File: src/rtl/video_timing_gen_pkg.sv
// rtl/video_timing_gen_pkg.sv - shared timing defaults, RGB444 layout and sync/blank helpers
//
// Purpose: default raster geometry for the arcade core, the field layout of the
// 12-bit pixel word, the packed sync/blank bundle carried through the delay line,
// and the modulo sync-window test used for both axes.
package video_timing_gen_pkg;

   localparam int DEF_H_TOTAL  = 384;
   localparam int DEF_H_ACTIVE = 256;
   localparam int DEF_HS_START = 288;
   localparam int DEF_HS_WIDTH = 32;
   localparam int DEF_V_TOTAL  = 264;
   localparam int DEF_V_ACTIVE = 224;
   localparam int DEF_VS_START = 240;
   localparam int DEF_VS_WIDTH = 8;
   localparam int DEF_V_BASE   = 16;
   localparam int DEF_PIPE_DLY = 2;

   // POUT = {B[3:0], G[3:0], R[3:0]}
   localparam int R_LSB = 0;
   localparam int G_LSB = 4;
   localparam int B_LSB = 8;

   typedef struct packed {
      logic hb;
      logic vb;
      logic hs;
      logic vs;
   } sync_blank_t;

   // Idle raster state: blanked, no sync.
   localparam sync_blank_t SB_RESET = '{hb: 1'b1, vb: 1'b1, hs: 1'b0, vs: 1'b0};

   // True when cnt lies in the window [start+offs, start+offs+width-1], taken
   // modulo total so a window that runs past the end of the line/frame wraps to 0.
   function automatic logic in_window(input logic [8:0]        cnt,
                                      input logic signed [3:0] offs,
                                      input logic [9:0]        start,
                                      input logic [9:0]        width,
                                      input logic [9:0]        total);
      logic signed [9:0] s;
      logic signed [9:0] d;
      s = $signed(start) + $signed({{6{offs[3]}}, offs});
      if (s < 10'sd0)
         s = s + $signed(total);
      else if (s >= $signed(total))
         s = s - $signed(total);
      d = $signed({1'b0, cnt}) - s;
      if (d < 10'sd0)
         d = d + $signed(total);
      return (d < $signed(width));
   endfunction

endpackage

File: src/rtl/video_timing_gen_delay_line.sv
// rtl/video_timing_gen_delay_line.sv - enabled shift register with reset fill value
//
// Purpose: delays the raw sync/blank bundle by DEPTH pixel periods.
// Ports:
//   clk48M    - system clock
//   reset     - synchronous, active-high; loads every stage with FILL
//   en        - advance the pipe (pixel enable)
//   din       - value entering stage 0
//   dout      - last stage
//   dout_next - value that will enter the last stage on the next enabled edge
module pix_delay_line #(
   parameter int               DEPTH = 2,
   parameter int               WIDTH = 4,
   parameter logic [WIDTH-1:0] FILL  = '0
) (
   input  logic             clk48M,
   input  logic             reset,
   input  logic             en,
   input  logic [WIDTH-1:0] din,
   output logic [WIDTH-1:0] dout,
   output logic [WIDTH-1:0] dout_next
);

   logic [WIDTH-1:0] stage [DEPTH];

   always_ff @(posedge clk48M) begin
      if (reset) begin
         for (int i = 0; i < DEPTH; i++)
            stage[i] <= FILL;
      end else if (en) begin
         stage[0] <= din;
         for (int i = 1; i < DEPTH; i++)
            stage[i] <= stage[i-1];
      end
   end

   assign dout = stage[DEPTH-1];

   // Lets a downstream register load alongside the last stage.
   generate
      if (DEPTH == 1) begin : g_next_din
         assign dout_next = din;
      end else begin : g_next_stage
         assign dout_next = stage[DEPTH-2];
      end
   endgenerate

endmodule

File: src/rtl/video_timing_gen.sv
// rtl/video_timing_gen.sv - pixel timing, sync/blank generation and blank-gated RGB output
//
// Purpose: divides clk48M by 8 into a pixel enable, runs the PH/PV raster
// counters, derives offset-adjustable sync and blanking, delays them to line up
// with the core's pixel output, and registers blank-gated RGB.
// Ports:
//   clk48M       - system clock
//   reset        - synchronous, active-high
//   HOFFS, VOFFS - signed sync shifts, latched at the start of each frame
//   POUT         - pixel from core {B,G,R}
//   CE_PIX       - pixel enable, high one cycle in 8
//   PH, PV       - raster position to the core (PV offset by V_BASE)
//   HBLK, VBLK   - delayed blanking
//   HSYN, VSYN   - delayed sync, active high
//   R, G, B      - registered pixel, zero while blanked
module video_timing_gen
   import video_timing_gen_pkg::*;
#(
   parameter int H_TOTAL  = DEF_H_TOTAL,
   parameter int H_ACTIVE = DEF_H_ACTIVE,
   parameter int HS_START = DEF_HS_START,
   parameter int HS_WIDTH = DEF_HS_WIDTH,
   parameter int V_TOTAL  = DEF_V_TOTAL,
   parameter int V_ACTIVE = DEF_V_ACTIVE,
   parameter int VS_START = DEF_VS_START,
   parameter int VS_WIDTH = DEF_VS_WIDTH,
   parameter int V_BASE   = DEF_V_BASE,
   parameter int PIPE_DLY = DEF_PIPE_DLY
) (
   input  logic        clk48M,
   input  logic        reset,
   input  logic [3:0]  HOFFS,
   input  logic [3:0]  VOFFS,
   input  logic [11:0] POUT,
   output logic        CE_PIX,
   output logic [8:0]  PH,
   output logic [8:0]  PV,
   output logic        HBLK,
   output logic        VBLK,
   output logic        HSYN,
   output logic        VSYN,
   output logic [3:0]  R,
   output logic [3:0]  G,
   output logic [3:0]  B
);

   logic [2:0]        div;
   logic [8:0]        hcnt;
   logic [8:0]        vcnt;
   logic signed [3:0] hoffs_q;
   logic signed [3:0] voffs_q;
   logic [3:0]        r_q;
   logic [3:0]        g_q;
   logic [3:0]        b_q;
   logic              h_wrap;
   logic              v_wrap;
   sync_blank_t       raw_sb;
   sync_blank_t       dly_sb;
   sync_blank_t       dly_sb_next;

   assign CE_PIX = (div == 3'd7);
   assign h_wrap = (hcnt == 9'(H_TOTAL - 1));
   assign v_wrap = (vcnt == 9'(V_TOTAL - 1));

   always_ff @(posedge clk48M) begin
      if (reset) begin
         div     <= 3'd0;
         hcnt    <= 9'd0;
         vcnt    <= 9'd0;
         hoffs_q <= 4'sd0;
         voffs_q <= 4'sd0;
         r_q     <= 4'd0;
         g_q     <= 4'd0;
         b_q     <= 4'd0;
      end else begin
         div <= div + 3'd1;
         if (CE_PIX) begin
            if (h_wrap) begin
               hcnt <= 9'd0;
               if (v_wrap) begin
                  vcnt    <= 9'd0;
                  // Offsets only move at frame start so a frame never sees a torn sync.
                  hoffs_q <= $signed(HOFFS);
                  voffs_q <= $signed(VOFFS);
               end else begin
                  vcnt <= vcnt + 9'd1;
               end
            end else begin
               hcnt <= hcnt + 9'd1;
            end

            // Gate with the flags entering the last delay stage, so RGB and
            // HBLK/VBLK switch on the same edge.
            if (dly_sb_next.hb || dly_sb_next.vb) begin
               r_q <= 4'd0;
               g_q <= 4'd0;
               b_q <= 4'd0;
            end else begin
               r_q <= POUT[R_LSB +: 4];
               g_q <= POUT[G_LSB +: 4];
               b_q <= POUT[B_LSB +: 4];
            end
         end
      end
   end

   always_comb begin
      raw_sb    = SB_RESET;
      raw_sb.hb = (hcnt >= 9'(H_ACTIVE));
      raw_sb.vb = (vcnt >= 9'(V_ACTIVE));
      raw_sb.hs = in_window(hcnt, hoffs_q, 10'(HS_START), 10'(HS_WIDTH), 10'(H_TOTAL));
      raw_sb.vs = in_window(vcnt, voffs_q, 10'(VS_START), 10'(VS_WIDTH), 10'(V_TOTAL));
   end

   pix_delay_line #(
      .DEPTH (PIPE_DLY),
      .WIDTH (4),
      .FILL  (SB_RESET)
   ) u_delay (
      .clk48M    (clk48M),
      .reset     (reset),
      .en        (CE_PIX),
      .din       (raw_sb),
      .dout      (dly_sb),
      .dout_next (dly_sb_next)
   );

   assign PH   = hcnt;
   assign PV   = vcnt + 9'(V_BASE);
   assign HBLK = dly_sb.hb;
   assign VBLK = dly_sb.vb;
   assign HSYN = dly_sb.hs;
   assign VSYN = dly_sb.vs;
   assign R    = r_q;
   assign G    = g_q;
   assign B    = b_q;

endmodule
File: config.mk
export PLATFORM = sky130hd
export DESIGN_NAME = video_timing_gen
export DESIGN_NICKNAME = d
export VERILOG_FILES = /design/src/rtl/video_timing_gen_pkg.sv /design/src/rtl/video_timing_gen_delay_line.sv /design/src/rtl/video_timing_gen.sv
export SDC_FILE = /design/constraint.sdc
export NUM_CORES = 1
export LEC_CHECK = 0
export CORE_ASPECT_RATIO = 0.9
export CORE_MARGIN = 5
export CORE_UTILIZATION = 55
export CTS_CLUSTER_DIAMETER = 200
export DETAILED_ROUTE_END_ITERATION = 7
export DONT_BUFFER_PORTS = 1
export PLACE_DENSITY = 0.69
export SYNTH_ARGS = -nofsm -noshare
export SYNTH_HDL_FRONTEND = slang
export SYNTH_SLANG_ARGS = --single-unit
File: constraint.sdc
create_clock -name clk48M -period 9 [get_ports clk48M]
set_clock_uncertainty 0.15 [all_clocks]
set_input_delay 1.35 -clock clk48M [delete_from_list [all_inputs] [get_ports clk48M]]
set_output_delay 1.35 -clock clk48M [all_outputs]
set_load 0.01 [all_outputs]
==> flow_summary.yaml, run 1 <==
critical_path:
  critPathMaxFanout: 7
  required_ns: 8.90
  cp.arrival_ns: 3.09
  crit_chain: "ha_1, a21o_1, a31oi_1, o21ai_1, and2_1, nor4_1, xor2_1, ha_1, a211oi_1, a21oi_1, o311ai_0, o21ai_0"
  max_stage_delay_ns: 0.51
  crit_type: "register to register"
  endpoint_kind: "register"
  crit_slowest_cell: "dfxtp_1"
  cp_common_cell: "ha_1"
  cp-start-kind: "register"
yosys:
  ys_ff_latch: 49
  avgSynthCellArea_um2: 9.59
  synthArstFlopShare_pct: 0
  syn_inst: 268
  ys_types: 50
  ys_seq_area_share_pct: 41.3
  synth_nets: 310
  synth_enable_flop_cells: 8
  synth_ff_type: "dfxtp_1"
  syn_area_um2: 2570
  yosys_warnings: 0
power_and_ir_drop:
  switching_share_pct: 22.5
  switchingPower_mw: 0.0818
  seqPwrFrac_pct: 61.7
  clkPwrFrac_pct: 36.9
  power_mw: 0.364
  powerDensity_nw_per_um2: 138
  internal_power_mw: 0.282
  power_frac_comb_pct: 1.3
  p_leak_nw: 0.953
  ir_worst_vdd_mv: 0.117
sta:
  max_freq_mhz: 313
  timing.hold.ws_ns: 0.276
  tns_ns: 0
  min_period_ns: 3.19
  max-slew-margin-rel_pct: 40.1
  rsz0062_at_grt: "false"
  maxSlewViolCount: 0
  worst_pin_slew_ns: 0.893
  fin_crit_sh_pct: 35.5
  final_hold_viol_count: 0
  fin_ws_ns: 5.81
  setup_violations: 0
placed_design:
  dp.cells: 312
  place_area_um2: 2540
  hpwlAfterDp_um: 3360
  gp_routability_congestion: 0.795
  io_buffers: 0
  place_worst_setup_slack_ns: 5.84
floorplanning:
  core_area_um2: 4490
  die_y_um: 74.9
  die_width_um: 82.1
  num_rows: 23
  die_area_um2: 6140
  ios: 57
  start_util_pct: 57.2
grt:
  grt_pass1_vias: 1630
  grtUsageTotal_pct: 15.8
  grt_max_degree: 25
  grt_pass1_wl_um: 7600
  overflow: 0
  antenna_found_initial: 0
cts:
  clock-root-buffer: "clkbuf_8"
  numCtsBuffers: 5
  cts.sinks: 49
  hold_buffers: 0
  clk_path_buf_depth: 2
  postCtsSetupBuffers: 0
  cts.clk_slew.worst_paths_ns: 0.10
  tritoncts: "done"
  clk_latency_ns: 0.30
  htreeDepth: 2
  postCtsResizedCells: 0
run_status:
  outcome: "complete, no violations"
routing:
  wl_um: 4580
  routed_via_density: 5.53
  drtIter0Drc: 80
  vias: 1769
  routedWlPerCell_um: 14.3
  firstDrtPassIters: 4
  drc: 0
  ant_nets: 0
finish:
  drive_above_1_share_pct: 10.9
  regArea_um2: 1060
  stdcell_area_um2: 2630
  fin_nets: 299
  fill_cells: 421
  fin_util_pct: 58.6
  multi_input_area_um2: 1330
  syn_to_final_growth_pct: 2.39
  antenna_cells: 0
  final_cells: 320
hold_path:
  min_path_type: "register to register"
job:
  drv_cap: 0
cell usage after synthesis, types with 5 or more instances:
| master | number | area [um2] |
|---|---|---|
| a21oi_1 | 9 | 45.0 |
| a22o_1 | 13 | 114 |
| buf_4 | 7 | 52.6 |
| clkbuf_1 | 7 | 26.3 |
| dfxtp_1 | 41 | 821 |
| edfxtp_1 | 8 | 240 |
| ha_1 | 20 | 250 |
| inv_1 | 16 | 60.1 |
| mux2i_1 | 10 | 100 |
| nand2_1 | 10 | 37.5 |
| nand3_1 | 6 | 30.0 |
| nand4_1 | 5 | 31.3 |
| nor2_1 | 28 | 105 |
| nor2_2 | 9 | 56.3 |
| nor3_1 | 6 | 30.0 |
| o21ai_0 | 6 | 30.0 |
| xnor2_1 | 10 | 87.6 |
| xor2_1 | 9 | 78.8 |
path summary, 6_finish.rpt:
path | start | to | slack [ns] | cells past startpoint
worst max-delay path | PH[2] | u_delay.stage[0][1] | 5.81 | 12
worst max register to register | PH[2] | u_delay.stage[0][1] | 5.81 | 12
worst min register to register | div[0] | div[0] | 0.28 | 1
worst min-delay path | div[0] | div[0] | 0.28 | 1
critical path: cells and delay by family (launching register included):
family | cells | cell delay, ns
adder cells (fa/ha/maj) | 2 | 0.55
flip-flops | 1 | 0.51
AND/OR/NAND/NOR | 2 | 0.51
XOR/XNOR | 1 | 0.20
AO/OA/AOI/OAI | 7 | 0.99
state kept, by name, indices dropped and copies added, names as in the netlist:
signal,cells
hoffs_q,4
vcnt,9
voffs_q,4
B,4
R,4
u_delay.stage,8
PH,9
div,3
G,4
cells by family (layout without fill, tap and decap cells):
logic type | count (synthesis) | after routing | share of synthesized area (%)
AO/OA/AOI/OAI | 43 | 43 | 11.9
adder cells (fa/ha/maj) | 20 | 20 | 9.74
flip-flops | 49 | 49 | 41.3
AND/OR/NAND/NOR | 91 | 91 | 19.6
XOR/XNOR | 19 | 19 | 6.48
multiplexers | 10 | 10 | 3.89
buffers and inverters | 36 | 26 | 7.11
cells in the final DEF, fill, tap and decap left out, drive strengths merged, types with 2 or more instances in the layout:
cell type,instances
a21o,3
a21oi,9
a22o,13
a31oi,2
and2,3
clkbuf,5
clkinvlp,2
dfxtp,41
edfxtp,8
ha,20
inv,18
mux2i,10
nand2,10
nand2b,2
nand3,6
nand4,6
nor2,37
nor2b,3
nor3,7
nor4,4
nor4b,2
o21ai,8
or2,4
xnor2,10
xor2,9
layer usage:
metal  global-route usage [%]  vias to the layer above  part of all wire (%)
met5                        0                        -                     0
met4                     5.54                        0                  0.63
li1                         -                      911                     -
met1                     21.5                      817                    49
met3                     5.02                        2                   6.0
met2                     23.9                       39                    45
cell type report:
cell class,count,area share [%]
Clock buffer,5,2.62
Clock inverter,3,0.999
Inverter,17,2.43
Multi-Input combinational cell,183,50.4
Sequential cell,49,40.3
Tap cell,62,2.95
Timing Repair Buffer,1,0.285
power by group through the flow:
| stage | clock network (mW) | registers, mW | logic [mW] |
|---|---|---|---|
| 2_1_floorplan | 0 | 0.230 | 0.00618 |
| 3_3_place_gp | 0 | 0.230 | 0.00490 |
| 3_5_place_dp | 0 | 0.230 | 0.00507 |
| 4_1_cts | 0.140 | 0.225 | 0.00509 |
| 5_1_grt | 0.149 | 0.225 | 0.00583 |
| 6_report | 0.134 | 0.225 | 0.00488 |
(Power assumes the default switching activity.)
==> inputs of run 2 (changes only) <==
Settings changed: PLACE_DENSITY 0.69 to 0.72.
Clock period 9 ns to 2.8 ns, I/O delays scaled along.
==> flow_summary.yaml, run 2 (same netlist as run 1, synthesis figures left out) <==
placed_design:
  place_worst_setup_slack_ns: -0.203
  hpwlAfterDp_um: 3600
  io_buffers: 0
  gp_routability_congestion: 0.792
  place_area_um2: 2660
  dp.cells: 327
cts:
  cts.sinks: 49
  numCtsBuffers: 5
  tritoncts: "done"
  clock-root-buffer: "clkbuf_8"
  hold_buffers: 0
  cts.clk_slew.worst_paths_ns: 0.09
  clk_path_buf_depth: 2
  clk_latency_ns: 0.30
  htreeDepth: 2
sta:
  fin_ws_ns: 0.108
  worst_pin_slew_ns: 0.500
  fin_crit_sh_pct: 96.2
  setup_violations: 0
  rsz0062_at_grt: "true"
  final_hold_viol_count: 0
  min_period_ns: 2.69
  maxSlewViolCount: 0
  max-slew-margin-rel_pct: 66.6
  max_freq_mhz: 371
  timing.hold.ws_ns: 0.0224
power_and_ir_drop:
  ir_worst_vdd_mv: 0.313
  p_leak_nw: 1.06
  powerDensity_nw_per_um2: 417
  power_mw: 1.17
critical_path:
  cp.arrival_ns: 2.60
  crit_type: "register to register"
  required_ns: 2.71
  max_stage_delay_ns: 0.34
  cp-start-kind: "register"
  endpoint_kind: "register"
  crit_chain: "inv_2, ha_4, a21o_1, a31oi_4, o21ai_2, and2_4, nor4_4, xor2_1, ha_1, a211oi_2, a21oi_1, o311ai_1, o21ai_1"
  crit_slowest_cell: "dfxtp_2"
  critPathMaxFanout: 3
grt:
  grt_pass1_wl_um: 8110
  grt_max_degree: 25
  antenna_found_initial: 0
  grt_pass1_vias: 1725
  grtUsageTotal_pct: 17.0
  overflow: 0
floorplanning:
  die_y_um: 74.9
  die_width_um: 82.1
  core_area_um2: 4490
  num_rows: 23
  die_area_um2: 6140
  start_util_pct: 57.2
  ios: 57
hold_path:
  min_path_type: "input pin to register"
run_status:
  outcome: "complete, no violations"
job:
  drv_cap: 0
routing:
  drc: 0
  routedWlPerCell_um: 14.8
  vias: 1823
  wl_um: 4970
  drtIter0Drc: 64
  firstDrtPassIters: 5
  ant_nets: 0
  routed_via_density: 5.44
finish:
  antenna_cells: 0
  final_cells: 335
  final_common_cell: "dfxtp_1"
  drive_above_1_share_pct: 19.4
  syn_to_final_growth_pct: 9.06
  stdcell_area_um2: 2800
  fin_nets: 314
  final_cell_mix: "dfxtp_1 (39), nor2_1 (28), ha_1 (19)"
[run 2: cell types whose count changed in the layout (fill, tap and decap cells not counted), sizes merged]
cell	change
clkinvlp	-1
inv	+1
buf	+15
[run 2: per-layer routing]
metal | vias to the layer above | wire (um) | global-route usage (%)
met1 | 837 | 2240 | 22.5
met4 | 0 | 19 | 4.24
met2 | 42 | 2400 | 26.9
met5 | - | 0 | 0
li1 | 940 | - | -
met3 | 4 | 302 | 5.86
[run 2: worst max-delay path: cells and delay by family (launching register included)]
| kind | cells | cell delay, ns |
|---|---|---|
| XOR/XNOR | 1 | 0.20 |
| adder cells (fa/ha/maj) | 2 | 0.48 |
| flip-flops | 1 | 0.34 |
| buffers and inverters | 1 | 0.04 |
| AND/OR/NAND/NOR | 2 | 0.35 |
| AO/OA/AOI/OAI | 7 | 0.88 |
[run 2: report_power, final]
part / total, mW / internal (mW) / leakage, nW / switching (mW)
clock network: 0.430 / 0.183 / 0.0466 / 0.247
registers: 0.722 / 0.720 / 0.400 / 0.00243
logic: 0.0178 / 0.00651 / 0.613 / 0.0112
total: 1.17 / 0.909 / 1.06 / 0.261
[run 2: layout make-up]
cell class / instances / area, um2
clock inverters: 3 / 25.0
well taps: 62 / 77.6
clock buffers: 5 / 68.8
fillers: 369 / 1690
multi-input cells: 183 / 1380
repair buffers: 16 / 120
inverters: 17 / 63.8
flip-flops and latches: 49 / 1060
[run 2: path summary, 6_finish.rpt]
check | cells past startpoint | slack (ns) | from | end
hold / removal | 1 | 0.02 | reset | PH[2]
setup reg to reg | 13 | 0.11 | hoffs_q[2] | u_delay.stage[0][1]
setup / recovery | 13 | 0.11 | hoffs_q[2] | u_delay.stage[0][1]
hold reg to reg | 1 | 0.28 | div[0] | div[0]
[run 2: metrics by stage]
step                utilization, %  setup TNS, ns
finish                        62.4              0
global route                  62.4        -0.0691
CTS                           62.2              0
detailed placement            59.2         -0.203
global placement              59.2        -0.0194
floorplan                        -              0
[run 2: timing repair]
item,4_1_cts,5_1_grt
gates cloned,0,0
resized for setup,10,2
endpoints found under the setup margin,1,1
pin swaps,4,3
buffers inserted,0,0
